### config.mk
export PLATFORM = sky130hd
export DESIGN_NAME = uart_tx_param_flat
export DESIGN_NICKNAME = d
export VERILOG_FILES = /design/src/rtl/uart_pkg.sv /design/src/rtl/uart_tx_param_if.sv /design/src/rtl/uart_fifo.sv /design/src/rtl/uart_tx_param.sv /design/src/flat_wrapper.sv
export SDC_FILE = /design/constraint.sdc
export NUM_CORES = 1
export LEC_CHECK = 0
export BUFFER_PORTS_ARGS = -buffer_cell sky130_fd_sc_hd__buf_2
export CAP_MARGIN = 0
export CORE_MARGIN = 1.5
export CORE_UTILIZATION = 45
export CTS_CLUSTER_DIAMETER = 120
export CTS_CLUSTER_SIZE = 25
export DETAILED_ROUTE_END_ITERATION = 7
export PLACE_DENSITY = 0.7
export SLEW_MARGIN = 5
export SYNTH_ARGS = -nofsm -noshare
export SYNTH_HDL_FRONTEND = slang
export SYNTH_HIERARCHICAL = 1
export SYNTH_SLANG_ARGS = --single-unit
### constraint.sdc
create_clock -name clk -period 4.2 [get_ports clk]
set_input_delay 0.42 -clock clk [delete_from_list [all_inputs] [get_ports clk]]
set_output_delay 0.42 -clock clk [all_outputs]
set_load 0.1 [all_outputs]
### src/rtl/uart_pkg.sv
// uart_pkg: shared FSM state encoding and parity-mode constants for the UART transmitter.
package uart_pkg;
  typedef enum logic [2:0] {ST_IDLE, ST_START, ST_DATA, ST_PARITY, ST_STOP} state_e;
  localparam int PAR_NONE = 0;
  localparam int PAR_ODD  = 1;
  localparam int PAR_EVEN = 2;
endpackage

### src/rtl/uart_tx_param_if.sv
// uart_tx_param_if: word-in handshake plus serial line and status bundle of the UART transmitter.
interface uart_tx_param_if #(
  parameter int DATA_BITS  = 8,
  parameter int FIFO_DEPTH = 4
);
  logic [DATA_BITS-1:0]        in_data;
  logic                        in_valid;
  logic                        in_ready;
  logic                        txd;
  logic                        busy;
  logic [$clog2(FIFO_DEPTH):0] fifo_count;
  modport master (output in_data, in_valid, input in_ready, txd, busy, fifo_count);
  modport slave  (input in_data, in_valid, output in_ready, txd, busy, fifo_count);
endinterface

### src/rtl/uart_fifo.sv
// uart_fifo: power-of-two circular buffer; pushes while full and pops while empty are ignored.
module uart_fifo #(
  parameter int WIDTH = 8,
  parameter int DEPTH = 4
) (
  input  logic                     clk,
  input  logic                     rst,
  input  logic                     push_i,
  input  logic [WIDTH-1:0]         data_i,
  input  logic                     pop_i,
  output logic [WIDTH-1:0]         data_o,
  output logic                     full_o,
  output logic                     empty_o,
  output logic [$clog2(DEPTH):0]   count_o
);
  localparam int AW = $clog2(DEPTH);
  localparam int CW = AW + 1;
  logic [WIDTH-1:0] mem_q [DEPTH];
  logic [AW-1:0]    wr_q, rd_q;
  logic [CW-1:0]    cnt_q;
  logic             do_push, do_pop;
  assign full_o  = cnt_q == CW'(DEPTH);
  assign empty_o = cnt_q == '0;
  assign do_push = push_i && !full_o;
  assign do_pop  = pop_i && !empty_o;
  assign data_o  = mem_q[rd_q];
  assign count_o = cnt_q;
  always_ff @(posedge clk)
    if (do_push) mem_q[wr_q] <= data_i;
  always_ff @(posedge clk) begin
    if (rst) begin
      wr_q  <= '0;
      rd_q  <= '0;
      cnt_q <= '0;
    end else begin
      if (do_push) wr_q <= wr_q + AW'(1);
      if (do_pop) rd_q <= rd_q + AW'(1);
      cnt_q <= cnt_q + CW'(do_push) - CW'(do_pop);
    end
  end
endmodule

### src/rtl/uart_tx_param.sv
// uart_tx_param: FIFO-buffered UART transmitter with configurable baud divisor, width, parity and stop bits.
module uart_tx_param
  import uart_pkg::*;
#(
  parameter int CLKS_PER_BIT = 279,
  parameter int DATA_BITS    = 8,
  parameter int PARITY       = 0,
  parameter int STOP_BITS    = 1,
  parameter int FIFO_DEPTH   = 4
) (
  input logic           clk,
  input logic           rst,
  uart_tx_param_if.slave bus
);
  localparam int CW = $clog2(CLKS_PER_BIT);
  localparam int IW = $clog2(DATA_BITS + 1);
  state_e               state_q, state_d;
  logic [CW-1:0]        clk_cnt_q, clk_cnt_d;
  logic [IW-1:0]        bit_idx_q, bit_idx_d;
  logic [DATA_BITS-1:0] shreg_q, shreg_d, fifo_data;
  logic                 par_q, par_d, txd_q, txd_d;
  logic                 bit_end, frame_end, pop, full, empty;
  uart_fifo #(.WIDTH(DATA_BITS), .DEPTH(FIFO_DEPTH)) u_fifo (
    .clk(clk), .rst(rst), .push_i(bus.in_valid), .data_i(bus.in_data), .pop_i(pop),
    .data_o(fifo_data), .full_o(full), .empty_o(empty), .count_o(bus.fifo_count)
  );
  assign bit_end   = clk_cnt_q == CW'(CLKS_PER_BIT - 1);
  assign frame_end = state_q == ST_STOP && bit_end && bit_idx_q == IW'(STOP_BITS - 1);
  assign pop       = !empty && (state_q == ST_IDLE || frame_end);
  // txd follows the registered state, so the line lags the FSM by exactly one cycle
  assign txd_d = state_q == ST_START  ? 1'b0 :
                 state_q == ST_DATA   ? shreg_q[0] :
                 state_q == ST_PARITY ? par_q : 1'b1;
  always_comb begin
    state_d   = state_q;
    bit_idx_d = bit_idx_q;
    shreg_d   = shreg_q;
    par_d     = par_q;
    clk_cnt_d = (state_q == ST_IDLE || bit_end) ? '0 : clk_cnt_q + CW'(1);
    case (state_q)
      ST_START:  if (bit_end) state_d = ST_DATA;
      ST_DATA:   if (bit_end) begin
        shreg_d   = shreg_q >> 1;
        bit_idx_d = bit_idx_q == IW'(DATA_BITS - 1) ? '0 : bit_idx_q + IW'(1);
        if (bit_idx_q == IW'(DATA_BITS - 1)) state_d = PARITY != PAR_NONE ? ST_PARITY : ST_STOP;
      end
      ST_PARITY: if (bit_end) state_d = ST_STOP;
      ST_STOP:   if (bit_end) begin
        bit_idx_d = frame_end ? '0 : bit_idx_q + IW'(1);
        if (frame_end) state_d = ST_IDLE;
      end
      default: ;
    endcase
    if (pop) begin
      state_d = ST_START;
      shreg_d = fifo_data;
      par_d   = PARITY == PAR_ODD ? ~^fifo_data : ^fifo_data;
    end
  end
  always_ff @(posedge clk) begin
    if (rst) begin
      state_q   <= ST_IDLE;
      clk_cnt_q <= '0;
      bit_idx_q <= '0;
      shreg_q   <= '0;
      par_q     <= 1'b0;
      txd_q     <= 1'b1;
    end else begin
      state_q   <= state_d;
      clk_cnt_q <= clk_cnt_d;
      bit_idx_q <= bit_idx_d;
      shreg_q   <= shreg_d;
      par_q     <= par_d;
      txd_q     <= txd_d;
    end
  end
  assign bus.txd      = txd_q;
  assign bus.in_ready = !full;
  assign bus.busy     = state_q != ST_IDLE || !empty;
endmodule
### src/flat_wrapper.sv
// flat-port wrapper written by rule: the top's interface ports become plain ports
module uart_tx_param_flat import uart_pkg::*;
#(
  parameter int CLKS_PER_BIT = 279,
  parameter int DATA_BITS    = 8,
  parameter int PARITY       = 0,
  parameter int STOP_BITS    = 1,
  parameter int FIFO_DEPTH   = 4
)
  (clk, rst, bus_in_data, bus_in_valid, bus_in_ready, bus_txd, bus_busy, bus_fifo_count);
  uart_tx_param_if #(.DATA_BITS(DATA_BITS), .FIFO_DEPTH(FIFO_DEPTH)) bus_i ();
  input logic clk;
  input logic rst;
  input wire logic [$bits(bus_i.in_data)-1:0] bus_in_data;
  input wire logic [$bits(bus_i.in_valid)-1:0] bus_in_valid;
  output wire logic [$bits(bus_i.in_ready)-1:0] bus_in_ready;
  output wire logic [$bits(bus_i.txd)-1:0] bus_txd;
  output wire logic [$bits(bus_i.busy)-1:0] bus_busy;
  output wire logic [$bits(bus_i.fifo_count)-1:0] bus_fifo_count;
  assign bus_i.in_data = bus_in_data;
  assign bus_i.in_valid = bus_in_valid;
  assign bus_in_ready = bus_i.in_ready;
  assign bus_txd = bus_i.txd;
  assign bus_busy = bus_i.busy;
  assign bus_fifo_count = bus_i.fifo_count;
  uart_tx_param #(.CLKS_PER_BIT(CLKS_PER_BIT), .DATA_BITS(DATA_BITS), .PARITY(PARITY), .STOP_BITS(STOP_BITS), .FIFO_DEPTH(FIFO_DEPTH)) u_core (.clk(clk), .rst(rst), .bus(bus_i));
endmodule
# --- Yosys cells after proc, flatten, opt, wreduce, memory -nomap -nowiden ---
# Memories as Yosys holds them, arrays and structs flattened. A register that Yosys moved wholly into a read port is not among the register bits.
# Cells that the tools add are included.
totals:
  wordCells: 85
  ramBits: 32
  inputBits: 11
  n_memories: 1
  out_inout_bits: 6
  ff_bits: 33
mem_list:
  columns: ["name", "words", "word_bits", "rd", "rd_clocked_by_memory_dff", "write_ports", "line", "source"]
  rows:
  - ["u_core.u_fifo.mem_q", 4, 8, 1, 1, 1, "uart_fifo.sv:18", "logic [WIDTH-1:0] mem_q [DEPTH];"]
classes:
  n_eq_ne: 19
  muxes: 23
  n_reduce_logical: 26
  n_addsub: 6
op_table:
  columns: ["operator", "n"]
  rows:
  - ["$mux 8", 3]
  - ["$mux 3", 6]
  - ["$mux 4", 4]
  - ["$ne 3x2->1 const B", 5]
  - ["$reduce_and 7->1", 2]
  - ["$pmux 3 s4", 1]
  - ["$ne 2x1->1 const B", 5]
  - ["$add 9x1->9 const B", 1]
  - ["$eq 9x9->1 const B", 1]
  - ["$pmux 4 s2", 1]
  - ["$reduce_xor 8->1", 1]
  - ["$eq 3x2->1 const B", 2]
  - ["$eq 3x3->1 const B", 2]
  - ["$logic_not 3->1", 2]
  - ["$mux 1", 6]
  - ["$reduce_bool 2->1", 3]
  - ["$logic_and 1x1->1", 5]
  - ["$reduce_bool 5->1", 1]
  - ["$add 2x1->2 const B", 2]
  - ["$add 4x1->4 const B", 1]
  - ["$eq 4x3->1 const B", 1]
  - ["$logic_not 4->1", 1]
  - ["$mux 2", 2]
  - ["$reduce_bool 4->1", 1]
  - ["11 further kinds", 15]

# --- Depth between registers and ports, before layout ---
logic_depth:
  word_depth: 8
  depth_mapped: 17
  mapped_depth_nobuf: 16

# --- By module ---
# Netlist, hierarchy kept.
by_module_without_submodules:
  columns: ["mod", "seq_area_each_um2", "cells_each", "area_per_inst_um2", "instances"]
  rows:
  - ["uart_fifo", 1141.1, 93, 1631.6, 1]
  - ["uart_tx_param", 520.5, 153, 1336.3, 1]

# --- Worst setup path before layout ---
# Ideal clock, no wire load.
synth_path:
  path_type: "flip-flop to flip-flop"
  start: "register u_core.u_fifo.cnt_q[1], in the netlist u_core/u_fifo/count_o[1]"
  end: "register u_core.u_fifo.cnt_q[2], in the netlist u_core/u_fifo/count_o[2]"
  t_required_ns: 4.122
  stages_incl_launch_ff: 15
  t_arrival_ns: 3.497
  period_less_slack_ns: 3.575
  setup_time_ns: 0.078
  slack_ns: 0.625
  path_buffers: 0
  path_cell_list: "dfxtp_1 nor3_2 or3_1 o32a_1 inv_2 o31ai_2 inv_1 ha_1 inv_1 ha_1 inv_1 fa_1 xor2_1 and2_2 nor3_1"
synth_between:
  elab_chain_cells: 5
  word_cells_on_any_way: 9
  cone_classes: "2 x add/sub; 1 x eq/ne; 6 x reduce/logical"
synth_rtl:
  columns: ["item", "line", "source"]
  rows:
  - ["start: declaration", "uart_fifo.sv:20", "logic [CW-1:0] cnt_q;"]
  - ["start signal: assignment", "uart_fifo.sv:38", "cnt_q <= cnt_q + CW'(do_push) - CW'(do_pop);"]
  - ["$logic_not 3->1", "uart_fifo.sv:23", "assign empty_o = cnt_q == '0;"]
  - ["via u_core.empty", "uart_tx_param.sv:22", "logic bit_end, frame_end, pop, full, empty;"]
  - ["$logic_not 1->1", "uart_tx_param.sv:29", "assign pop = !empty && (state_q == ST_IDLE || frame_end);"]
  - ["$logic_and 1x1->1", "uart_tx_param.sv:29", null]
  - ["via u_core.pop", "uart_tx_param.sv:22", null]
  - ["$logic_and 1x1->1", "uart_fifo.sv:25", "assign do_pop = pop_i && !empty_o;"]
  - ["via u_core.u_fifo.do_pop", "uart_fifo.sv:21", "logic do_push, do_pop;"]
  - ["$sub 3x1->3", "uart_fifo.sv:38", null]
# The timed path passes the listed nets, and every way through them passes these cells.
# A chain may end at the register's enable or synchronous reset.

# --- Worst setup path after layout ---
layout_path:
  start: "register u_core.clk_cnt_q[0]"
  end: "register u_core.u_fifo.cnt_q[2], in the netlist u_core/u_fifo/count_o[2]"
layout_between:
  elab_chain_cells: 7
layout_rtl:
  columns: ["item", "line", "source"]
  rows:
  - ["start: declaration", "uart_tx_param.sv:18", "logic [CW-1:0] clk_cnt_q, clk_cnt_d;"]
  - ["start signal: assignment", "uart_tx_param.sv:70", "clk_cnt_q <= clk_cnt_d;"]
  - ["$eq 9x9->1", "uart_tx_param.sv:27", "assign bit_end = clk_cnt_q == CW'(CLKS_PER_BIT - 1);"]
  - ["$logic_and 1x1->1 (2 in a row)", "uart_tx_param.sv:28", "assign frame_end = state_q == ST_STOP && bit_end && bit_idx_q == IW'(STOP_BITS - 1);"]
  - ["$logic_or 1x1->1", "uart_tx_param.sv:29", null]
  - ["$logic_and 1x1->1", "uart_tx_param.sv:29", null]
  - ["via u_core.pop", "uart_tx_param.sv:22", null]
  - ["$logic_and 1x1->1", "uart_fifo.sv:25", null]
  - ["via u_core.u_fifo.do_pop", "uart_fifo.sv:21", null]
  - ["$sub 3x1->3", "uart_fifo.sv:38", null]
# The timed path passes the listed nets, and every way through them passes these cells.

==> flow_metrics.env <==
export IMPL_regToRegEndpoint="u_core/u_fifo/count_o[2]"
export IMPL_postSynth_topFlopCell="sky130_fd_sc_hd__dfxtp_1"
export IMPL_cpPeakStageDelay_ns=0.65
export IMPL_crit_chain="inv_1 > ha_1 > nand4bb_1 > or2_1 > o32a_1 > inv_2 > o31ai_2 > inv_1 > ha_1 > inv_1 > ha_1 > inv_1 > fa_1 > xor2_1 > and2_2 > nor3_1"
export IMPL_netlist_cell_type_count=47
export IMPL_finalHoldViolCount=0
export IMPL_antennaDiodeCount=0
export IMPL_final_nets=285
export IMPL_worst_skew_pair_late_latency_ns=0.34
export IMPL_criticalPathCategory="reg -> reg"
export IMPL_fp_dieH_um=84.2
export IMPL_cts_sinks=67
export IMPL_grt_first_pass_wirelength_mm=8.40
export IMPL_floorplan_rows=29
export IMPL_leakage_nw=1.13
export IMPL_synth_seq_cells=67
export IMPL_final_min_clock_period_ns=3.50
export IMPL_cts_resized=0
export IMPL_grt_ovfl_total=0
export IMPL_grt_max_degree=28
export IMPL_chipWidth_um=84.2
export IMPL_first_global_vias=1770
export IMPL_cts_hold_buffers=0
export IMPL_syn_instance_count=246
export IMPL_post_route_setup_tns_ns=0
export IMPL_timing_critical_path_slowest_stage_cell="sky130_fd_sc_hd__o32a_1"
export IMPL_hold_class="in -> reg"
export IMPL_netlist_top_cells_area="sky130_fd_sc_hd__edfxtp_1 (32%), sky130_fd_sc_hd__dfxtp_1 (24%), sky130_fd_sc_hd__mux4_2 (6.1%)"
export IMPL_clock_fmax_mhz=285
export IMPL_drt_initial_drc_count=96
export IMPL_min_delay_worst_endpoint="u_core/u_fifo/mem_q[0][4]"
export IMPL_yosysMostFrequentCell="sky130_fd_sc_hd__dfxtp_1"
export IMPL_grt_util_all_layers=0.153
export IMPL_timing_max_transition_violations_final=0
export IMPL_sequential_share_of_the_synthesized_area=0.560
export IMPL_r2r_start="u_core/clk_cnt_q[0]"
export IMPL_worst_slew_pin_transition_ns=0.670
export IMPL_cts_setup_buffers=0
export IMPL_path_common_cell="sky130_fd_sc_hd__inv_1"
export IMPL_detailedRoute_firstPassIterationCount=6
export IMPL_post_route_cells_drive_above_1_share=0.201
export IMPL_timing_critical_path_to_type="flop"
export IMPL_finalClockSkew_ns=0.00547
export IMPL_initial_utilization=0.467
export IMPL_timing_critical_path_arrival_ns=3.77
export IMPL_drt_drc_violations_left=0
export IMPL_critPathRequiredTime_ns=4.46
export IMPL_fp_dieArea_um2=7090
export IMPL_area_growth_synth_to_final_pct=10.6
export IMPL_power_ir_vdd_worst_uv=678
export IMPL_synthesis_area_per_instance_um2=12.1
export IMPL_cts_tree="yes"
export IMPL_core_area_um2=6350
export IMPL_post_dp_cell_area_um2=3100
export IMPL_avgRoutedWirePerCell_um=13.6
export IMPL_ratio_of_final_minimum_period_to_clock_period=0.834
export IMPL_clockRootBuffer="sky130_fd_sc_hd__clkbuf_8"
export IMPL_rrSetupSlack_ns=0.70
export IMPL_clock_tree_buffer_depth=2
export IMPL_max_cap_violations=0
export IMPL_via_per_instance_ratio=5.25
export IMPL_synthTopCellsByCount="sky130_fd_sc_hd__dfxtp_1 (35), sky130_fd_sc_hd__edfxtp_1 (32), sky130_fd_sc_hd__nor2_1 (29)"
export IMPL_postRouteAntennaNets=0
export IMPL_synth_warnings=6
export IMPL_worst_slew_margin_rel=0.553
export IMPL_synth_largest_area_cell="sky130_fd_sc_hd__edfxtp_1"
export IMPL_cts_made_buffers=9
export IMPL_setup_worst_path_start_class="flop"
export IMPL_nets_in_the_synthesized_netlist=268
export IMPL_run_status="completed"
export IMPL_worst_path_max_fanout=16
export IMPL_dpl_hpwl_mm=3.18
export IMPL_synth_area_um2=2970
export IMPL_antenna_violations_before_repair=0
export IMPL_finalSetupViolCount=0
export IMPL_ff2ff_path_depth=16
export IMPL_cell_class_contributing_the_biggest_share_of_worst_path_delay="adder cells"
export IMPL_pwr_density_cell_nw_per_um2=664
export IMPL_unrepaired_setup_endpoints_after_global_routing="no"
export IMPL_routed_wirelength_mm=4.70
export IMPL_yosysTopAreaCellShare=0.324
export IMPL_cts_max_level=3
export IMPL_cp_num_cells=16
export IMPL_worst_hold_stages=1
export IMPL_combined_buffer_and_inverter_count_along_the_critical_path=5
export IMPL_ioPinCount=17
export IMPL_worst_hold_startpoint="bus_in_data[4]"
export IMPL_vias=1810
export IMPL_ys_async_sr_fraction=0
export IMPL_reg_clk_slew_reported_paths_ns=0.08
export IMPL_synth_enable_flop_cells=32
export IMPL_place_gp_congestion=0.768
export IMPL_final_design_area_no_fill_um2=3280
export IMPL_buffer_ports_inserted=16
placed cells by master (no fill, tap or decap), types with 2 or more instances in the layout:
cell type / count
sky130_fd_sc_hd__a211oi_2: 6
sky130_fd_sc_hd__a21oi_1: 12
sky130_fd_sc_hd__and2_1: 4
sky130_fd_sc_hd__buf_2: 16
sky130_fd_sc_hd__clkbuf_8: 9
sky130_fd_sc_hd__clkinv_4: 2
sky130_fd_sc_hd__clkinvlp_4: 2
sky130_fd_sc_hd__dfxtp_1: 35
sky130_fd_sc_hd__edfxtp_1: 32
sky130_fd_sc_hd__ha_1: 10
sky130_fd_sc_hd__inv_1: 11
sky130_fd_sc_hd__inv_6: 3
sky130_fd_sc_hd__mux2i_1: 7
sky130_fd_sc_hd__mux4_2: 8
sky130_fd_sc_hd__nand2_1: 14
sky130_fd_sc_hd__nand2b_1: 3
sky130_fd_sc_hd__nand3_1: 4
sky130_fd_sc_hd__nand3b_1: 3
sky130_fd_sc_hd__nand4bb_1: 2
sky130_fd_sc_hd__nor2_1: 29
sky130_fd_sc_hd__nor3_1: 5
sky130_fd_sc_hd__o21ai_0: 4
sky130_fd_sc_hd__or3_1: 7
sky130_fd_sc_hd__xnor2_1: 12
sky130_fd_sc_hd__xor2_1: 5
metal layers:
| layer | vias up | GRT usage | share of wire | wire, um |
|---|---|---|---|---|
| li1 | 911 | - | - | - |
| met1 | 869 | 0.202 | 0.48 | 2260 |
| met2 | 25 | 0.228 | 0.47 | 2200 |
| met3 | 5 | 0.0433 | 0.032 | 152 |
| met4 | 0 | 0.0835 | 0.018 | 86 |
| met5 | - | 0 | 0 | 0 |
cell families (layout without fill, tap and decap cells):
logic type                 after synthesis  after routing  share of synthesized area
adders and majority gates               11             11                     0.0489
xor gates and xnor gates                17             17                     0.0502
buffers and inverters                   22             44                     0.0304
muxes                                   15             15                     0.0843
and+or+nand+nor                         84             84                      0.151
AOI/OAI and AO/OA                       30             30                     0.0759
DFF                                     67             67                      0.560
metrics by stage:
stage	power [mW]	util	setup WS (ns)	instances	hold slack (ns)
final	2.18	0.517	0.697	345	0.286
after global routing	2.32	0.517	0.375	345	0.279
after CTS	2.21	0.517	0.669	345	0.272
after detailed placement	1.71	0.488	0.718	329	0.464
after global placement	1.70	0.488	0.800	329	0.459
after floorplan	1.57	-	0.625	246	0.441
registers in the layout, indices dropped and copies added (netlist names), named ones only:
signal and cells:
u_core/clk_cnt_q 9, u_core/par_q 1, u_core/shreg_q 8, u_core/u_fifo/rd_q 2, u_core/u_fifo/mem_q 32, u_core/bus.txd 1, u_core/state_q 3, u_core/u_fifo/count_o 3
u_core/u_fifo/wr_q 2, u_core/bit_idx_q 4
area by class of cell:
| class | count | area (um2) |
|---|---|---|
| Clock inverter | 7 | 58.8 |
| Clock buffer | 9 | 124 |
| Inverter | 12 | 45.0 |
| Tap cell | 77 | 96.3 |
| Multi-Input combinational cell | 157 | 1220 |
| Timing Repair Buffer | 16 | 80.1 |
| Fill cell | 534 | 3070 |
| Sequential cell | 67 | 1660 |
report_power, final:
part           internal [mW]  switching, mW  total (mW)  leakage [nW]
combinational          0.284          0.516       0.800         0.464
clock                  0.222          0.264       0.486        0.0868
sequential             0.795         0.0979       0.893         0.579
total                   1.30          0.878        2.18          1.13
worst max-delay path by stage:
stage / start / endpoint / slack (ns)
2_1_floorplan: u_core/u_fifo/count_o[1] / u_core/u_fifo/count_o[2] / 0.63
3_3_place_gp: u_core/clk_cnt_q[0] / u_core/u_fifo/count_o[2] / 0.80
3_5_place_dp: u_core/clk_cnt_q[0] / u_core/u_fifo/count_o[2] / 0.72
4_1_cts: u_core/clk_cnt_q[0] / u_core/u_fifo/count_o[2] / 0.67
5_1_grt: u_core/clk_cnt_q[0] / u_core/u_fifo/count_o[2] / 0.37
6_report: u_core/clk_cnt_q[0] / u_core/u_fifo/count_o[2] / 0.70
(Power assumes the default switching activity.)
